--- src/rtl/common_types_pkg.sv ---
// Shared pipeline typedefs: stage-boundary payloads and pipeline-buffer depth helpers.
package common_types_pkg;

  typedef logic [2:0] pipe_depth_t;

  localparam pipe_depth_t PIPE_DEPTH_MIN = 3'd1;
  localparam pipe_depth_t PIPE_DEPTH_MAX = 3'd4;

  // Execute -> memory boundary; callers set WIDTH = $bits(ex_mem_payload_t).
  typedef struct packed {
    logic [31:0] pc;
    logic [4:0]  rd;
    logic [31:0] rdat2;
    logic [31:0] alu_out;
    logic        mem_rd;
    logic        mem_wr;
    logic        reg_wr;
    logic        halt;
  } ex_mem_payload_t;

  // Pointer width for a DEPTH-entry array; a single entry still needs one bit.
  function automatic int ptr_width(input int depth);
    return (depth > 1) ? $clog2(depth) : 1;
  endfunction

endpackage

--- src/rtl/pipe_stage_buf_stall_cnt.sv ---
// Saturating counter of cycles the stage head was offered but not taken.
module pipe_stage_buf_stall_cnt #(
  parameter int CNT_W = 32
) (
  input  logic             CLK,
  input  logic             nRST,
  input  logic             stall,
  input  logic             clr,
  output logic [CNT_W-1:0] cnt
);

  // NOTE: sequential state is updated with <= so every flop samples pre-edge values.
  always_ff @(posedge CLK or negedge nRST) begin
    if (!nRST) begin
      cnt <= '0;
    end else if (clr) begin
      cnt <= '0;
    end else if (stall && (cnt != '1)) begin
      cnt <= cnt + 1'b1;
    end
  end

endmodule

--- src/rtl/pipe_stage_buf.sv ---
// Elastic pipeline stage: DEPTH=1 is a classic stage register, DEPTH>=2 a skid
// buffer whose in_ready depends only on registered occupancy.
module pipe_stage_buf
  import common_types_pkg::*;
#(
  parameter int WIDTH = 32,
  parameter int DEPTH = 2,
  parameter int CNT_W = 32
) (
  input  logic                       CLK,
  input  logic                       nRST,
  input  logic                       in_valid,
  output logic                       in_ready,
  input  logic [WIDTH-1:0]           in_data,
  output logic                       out_valid,
  input  logic                       out_ready,
  output logic [WIDTH-1:0]           out_data,
  input  logic                       flush,
  output logic [$clog2(DEPTH+1)-1:0] count,
  output logic [CNT_W-1:0]           stall_cnt,
  input  logic                       stall_clr
);

  localparam int CNT_BITS = $clog2(DEPTH + 1);
  localparam int PTR_W    = ptr_width(DEPTH);

  localparam logic [CNT_BITS-1:0] FULL_CNT = CNT_BITS'(DEPTH);
  localparam logic [PTR_W-1:0]    PTR_LAST = PTR_W'(DEPTH - 1);

  if ((DEPTH < int'(PIPE_DEPTH_MIN)) || (DEPTH > int'(PIPE_DEPTH_MAX))) begin : g_bad_depth
    $error("pipe_stage_buf: DEPTH must be within 1..4");
  end

  logic [WIDTH-1:0]    mem [DEPTH];
  logic [PTR_W-1:0]    rptr;
  logic [PTR_W-1:0]    wptr;
  logic [CNT_BITS-1:0] count_next;
  logic                full;
  logic                push;
  logic                pop;

  // DEPTH need not be a power of two, so the wrap is an explicit compare.
  function automatic logic [PTR_W-1:0] ptr_inc(input logic [PTR_W-1:0] p);
    return (p == PTR_LAST) ? '0 : p + 1'b1;
  endfunction

  assign full      = (count == FULL_CNT);
  assign out_valid = (count != '0);
  assign out_data  = mem[rptr];

  // Only the single-entry stage may refill in the cycle its head leaves.
  if (DEPTH == 1) begin : g_through
    assign in_ready = !full || out_ready;
  end else begin : g_skid
    assign in_ready = !full;
  end

  assign push = in_valid && in_ready && !flush;
  assign pop  = out_valid && out_ready && !flush;

  // NOTE: every always_comb output gets a default first, so no path can infer a latch.
  always_comb begin
    count_next = count;
    case ({push, pop})
      2'b10:   count_next = count + 1'b1;
      2'b01:   count_next = count - 1'b1;
      default: count_next = count;
    endcase
  end

  always_ff @(posedge CLK or negedge nRST) begin
    if (!nRST) begin
      rptr  <= '0;
      wptr  <= '0;
      count <= '0;
    end else if (flush) begin
      rptr  <= '0;
      wptr  <= '0;
      count <= '0;
    end else begin
      if (push) wptr <= ptr_inc(wptr);
      if (pop)  rptr <= ptr_inc(rptr);
      count <= count_next;
    end
  end

  // NOTE: payload storage is deliberately not reset; occupancy alone decides validity.
  always_ff @(posedge CLK) begin
    if (push) mem[wptr] <= in_data;
  end

  pipe_stage_buf_stall_cnt #(
    .CNT_W (CNT_W)
  ) u_stall_cnt (
    .CLK   (CLK),
    .nRST  (nRST),
    .stall (out_valid && !out_ready && !flush),
    .clr   (stall_clr),
    .cnt   (stall_cnt)
  );

endmodule

--- config.mk ---
export PLATFORM = sky130hd
export DESIGN_NAME = pipe_stage_buf
export DESIGN_NICKNAME = d
export VERILOG_FILES = /design/src/rtl/common_types_pkg.sv /design/src/rtl/pipe_stage_buf_stall_cnt.sv /design/src/rtl/pipe_stage_buf.sv
export SDC_FILE = /design/constraint.sdc
export NUM_CORES = 1
export LEC_CHECK = 0
export BUFFER_PORTS_ARGS = -buffer_cell sky130_fd_sc_hd__buf_2
export CAP_MARGIN = 20
export CORE_MARGIN = 2
export CORE_UTILIZATION = 55
export CTS_BUF_LIST = sky130_fd_sc_hd__clkbuf_8
export DETAILED_ROUTE_END_ITERATION = 8
export HOLD_SLACK_MARGIN = 0.12
export PLACE_DENSITY = 0.82
export SLEW_MARGIN = 20
export SYNTH_ARGS = -nofsm -noshare
export SYNTH_HDL_FRONTEND = slang
export SYNTH_HIERARCHICAL = 1
export SYNTH_SLANG_ARGS = --single-unit
--- constraint.sdc ---
create_clock -name CLK -period 5.2 [get_ports CLK]
set_clock_uncertainty 0.05 [all_clocks]
set_input_delay 1.3 -clock CLK [delete_from_list [all_inputs] [get_ports CLK]]
set_output_delay 1.3 -clock CLK [all_outputs]
set_load 0.01 [all_outputs]
Yosys cells after proc, flatten, opt, wreduce, memory -nomap -nowiden. Memories as Yosys holds them, arrays and structs flattened. Cells that the tools add are included.

Register bits after elaboration: 36. Output and inout bits: 68. Memories kept: 1. Logic and storage cells: 41. Bits in writable memories: 64. Bits of input ports: 38.

Memory list: mem (words 2, width 32, read ports 1, clocked after memory_dff 0, wr ports 1, RTL line pipe_stage_buf.sv:34) `logic [WIDTH-1:0] mem [DEPTH];`.

Eq/ne operators: 4. Multiplexer cells: 12. $add $sub $neg: 5. Reduce and logical (&&, ||, !) cells: 15.

Operators with widths (number): two-way mux 32 bit (2); adder 32 x 1 -> 32 bit (second input constant) (1); != test 32 bit (second input constant) (1); two-way mux 1 bit (8); nonzero test 2 bit (4); logical AND 1 bit (7); == test 2 bit (second input constant) (2); case mux 2 bit (2 select lines) (1); logical NOT 1 bit (3); nonzero test 3 bit (1); adder 1 bit (second input constant) (2); adder 2 x 1 -> 2 bit (second input constant) (1); == test 2 x 1 -> 1 bit (second input constant) (1); two-way mux 2 bit (1); subtractor 2 x 1 -> 2 bit (second input constant) (1).

Longest topological paths before layout.
Depth in word-level cells: 7. Depth in mapped cells: 9. Depth with buffers taken out: 7.

Modules after synthesis. Netlist, hierarchy kept.

Modules (own cells, without submodules): pipe_stage_buf (sequential area each 2021.9 um2, times used 1, cells each 127, area an instance 2541.2 um2); pipe_stage_buf_stall_cnt (sequential area each 800.8 um2, times used 1, cells each 198, area an instance 1854.3 um2).

Least setup slack after synthesis. Ideal clock, no wire load.

Kind: input port to flip-flop. Start: in in_valid. End: mem mem[1][0], enable pin. Stages on the path: 2. Arrival: 3.756 ns. Library setup time: 0.468 ns. Setup slack: 0.926 ns. Path buffers: 0. Required time: 4.682 ns. Cell sequence: nand2_1 -> nor3b_1.

Cells in the longest elaborated chain, start to end: 4.

Ends and longest elaborated chain: from (decl) (RTL line pipe_stage_buf.sv:12) `input logic in_valid,`; logical AND 1 bit (2 in a row) (RTL line pipe_stage_buf.sv:58) `assign push = in_valid && in_ready && !flush;`; two-way mux 1 bit (RTL line pipe_stage_buf.sv:89) `if (push) mem[wptr] <= in_data;`; two-way mux 1 bit (not written as such) (RTL line pipe_stage_buf.sv:89); to (decl) (RTL line pipe_stage_buf.sv:34).

Every way passes these cells.

Final worst setup path.
Start: in flush. End: reg u_stall_cnt.cnt[31].

Cells in the longest elaborated chain, start to end: 4.

Ends and longest elaborated chain: from (decl) (RTL line pipe_stage_buf.sv:18) `input logic flush,`; logical NOT 1 bit (RTL line pipe_stage_buf.sv:97) `.stall (out_valid && !out_ready && !flush),`; logical AND 1 bit (RTL line pipe_stage_buf.sv:97); logical AND 1 bit (RTL line pipe_stage_buf_stall_cnt.sv:18) `end else if (stall && (cnt != '1)) begin`; nonzero test 2 bit (no source line); to (signal assigned) (RTL line pipe_stage_buf_stall_cnt.sv:19) `cnt <= cnt + 1'b1;`; to (decl) (RTL line pipe_stage_buf_stall_cnt.sv:9) `output logic [CNT_W-1:0] cnt`.

Every way passes these cells. A chain may end at the register's enable or synchronous reset.

==> results.json <==
{
  "status": "finished, final reports clean",
  "whs_endpoint": "rptr",
  "die_w_um": 93.4,
  "syn_inst": 325,
  "min_delay_path_depth": 2,
  "cp_top_family": "simple AND/OR/NAND/NOR gates",
  "synth_area_leaders": "edfxtp_1 (44%), dfrtp_1 (20%), mux2_2 (9.5%)",
  "ys_seq_elements": 100,
  "synth_edf_count": 64,
  "mostFrequentLayoutCells": "buf_2 (105), edfxtp_1 (64), mux2_2 (37), dfrtp_1 (36), nor2_1 (27)",
  "clk_latency_ps": 360,
  "firstDrtPassIters": 4,
  "drc": 0,
  "wl_per_cell_um": 16.2,
  "max_freq_mhz": 306,
  "rsz0062_at_grt": "no",
  "fp-row-count": 32,
  "hold_viol": 0,
  "syn2layout_area_growth_pct": 18.5,
  "mappedNetlistArea_um2": 4400,
  "ff2ff_setup_slack_ps": 2420,
  "cts_resized": 0,
  "clk_pin_slew_ps": 100,
  "layout_commonest_cell": "buf_2",
  "critical_path.cell_chain": "buf_2, nor3b_1, and3_1, nand4_1, a21o_1, nor4_1, mux2_2",
  "vdd_drop_max_v": 0.000120,
  "clock-sinks": 100,
  "cts-root-buf": "clkbuf_8",
  "post_drt_via_cell_ratio": 5.57,
  "cp_max_fo": 19,
  "r2r_cells": 7,
  "synth_warnings": 6,
  "fin_crit_ps": 3270,
  "synth.yosys.seq_area_share": 0.642,
  "synth.net_count": 364,
  "vias": 3006,
  "drv_slew": 0,
  "cts_setup_buffers": 0,
  "yosysTopAreaCell": "edfxtp_1",
  "worstPathArrival_ps": 3470,
  "postSynthAreaPerCell_um2": 13.5,
  "tightest_slew_ps": 800,
  "antenna_found_initial": 0,
  "die_h_um": 93.4,
  "hold_class": "reg -> reg",
  "maxCapViolCount": 0,
  "grt_first_pass_wirelength_mm": 13.6,
  "n_antenna_cell": 0,
  "start_kind": "input port",
  "finalPower_uw": 1460,
  "post-route-period-util": 0.629,
  "grt_max_degree": 41,
  "stdcell_area_um2": 5210,
  "cp.buffers_inverters": 1,
  "io_buffers": 105,
  "cp_slowest_cell": "nor3b_1",
  "ys.flop_type": "edfxtp_1",
  "cts_buffers": 9,
  "first_global_vias": 2777,
  "clockBufferDepth": 2,
  "cts_tree": "built",
  "cellPowerDensity_nw_per_um2": 281,
  "cts_hold_buf": 0,
  "die-area_um2": 8720,
  "synth_top_cell_area_share": 0.437,
  "core_um2": 7730,
  "slew_headroom": 0.467,
  "synthArstFlopShare": 0.360,
  "setup_viol": 0,
  "dpl_cell_area_um2": 5030,
  "grt_overflow": 0,
  "required_ps": 5400,
  "ios": 106,
  "timing.rr.end": "u_stall_cnt/cnt[31]",
  "routabilityCongestion": 0.827,
  "setup_tns_ps": 0,
  "nets": 472,
  "ys_types": 47,
  "start_util": 0.569,
  "r2r_start": "count[1]",
  "dp_hpwl_mm": 6.04,
  "worstSetupPathType": "in -> reg",
  "leakage_uw": 0.00212,
  "crit_path_max_incr_delay_ps": 470,
  "drt-initial-drc-count": 122,
  "hp-start": "rptr",
  "htree_levels": 3,
  "drive_above_1_share": 0.404,
  "track_usage": 0.205,
  "drt-total-wl_mm": 8.77,
  "ant_nets": 0,
  "worstSetupEndpointType": "register"
}
-- metal layers --
| layer | track usage | vias to the layer above | part of all wire |
|---|---|---|---|
| met3 | 0.0467 | 10 | 0.061 |
| met5 | 0 | - | 0 |
| li1 | - | 1426 | - |
| met4 | 0.0625 | 0 | 0.0094 |
| met2 | 0.346 | 110 | 0.50 |
| met1 | 0.264 | 1460 | 0.42 |
-- synthesized netlist by cell type (3+ instances only) --
| cell | n |
|---|---|
| a211oi_1 | 5 |
| a21o_1 | 4 |
| a21oi_1 | 15 |
| and2_1 | 3 |
| and3_1 | 7 |
| buf_2 | 6 |
| clkbuf_1 | 4 |
| dfrtp_1 | 36 |
| edfxtp_1 | 64 |
| inv_1 | 8 |
| mux2_2 | 37 |
| nand2_1 | 12 |
| nand3_1 | 12 |
| nand4_1 | 6 |
| nor2_1 | 27 |
| nor2b_1 | 7 |
| nor3_1 | 5 |
| nor3b_1 | 3 |
| nor4_1 | 4 |
| o21ai_0 | 6 |
| o31ai_1 | 3 |
| or3_1 | 6 |
| or4_1 | 3 |
| xnor2_1 | 10 |
| xor2_1 | 4 |
-- worst max-delay path by stage --
| stage | cells after the start | slack (ps) | end | from |
|---|---|---|---|---|
| 4_1_cts | 7 | 1970 | u_stall_cnt/cnt[31] | flush |
| 3_5_place_dp | 7 | 1540 | u_stall_cnt/cnt[31] | flush |
| 5_1_grt | 7 | 1750 | u_stall_cnt/cnt[31] | flush |
| 2_1_floorplan | 2 | 930 | mem[1][0] | in_valid |
| 6_report | 7 | 1930 | u_stall_cnt/cnt[31] | flush |
| 3_3_place_gp | 7 | 1740 | u_stall_cnt/cnt[31] | flush |
-- layout make-up --
class,count,area (um2)
multi-input cells,205,1500
flip-flops and latches,100,2820
well taps,102,128
clock inverters,7,57.6
fillers,585,2520
repair buffers,108,548
clock buffers,9,124
inverters,9,33.8
-- tightest hold or removal path: stages (launching register included) --
cell and delay, ps:
dfrtp_1 380, xor2_1 70, nor2_1 80
-- cell families after synthesis --
group | count (synthesis) | synth area share
buf+inv | 20 | 0.0196
fa+ha+maj | 1 | 0.00285
xor+xnor | 14 | 0.0279
simple gates | 110 | 0.144
compound gates | 40 | 0.0606
flops | 100 | 0.642
mux | 40 | 0.103
-- state kept, by name (all words and copies together), names as in the netlist --
signal and cells:
count 2, mem 64, rptr 1, u_stall_cnt/cnt 32
wptr 1
-- where the power goes --
group / total (uW) / switching (uW) / internal [uW]
Clock: 459 / 279 / 181
Sequential: 878 / 7.39 / 870
Combinational: 126 / 69.6 / 56.5
-- per-stage QoR --
stage	instances	util	hold WS [ps]	setup slack, ps
global placement	524	0.651	500	1740
CTS	540	0.674	515	1970
floorplan	325	-	479	926
detailed placement	524	0.651	492	1540
global route	540	0.674	536	1750
finish	540	0.674	512	1930
(Power assumes the default switching activity.)
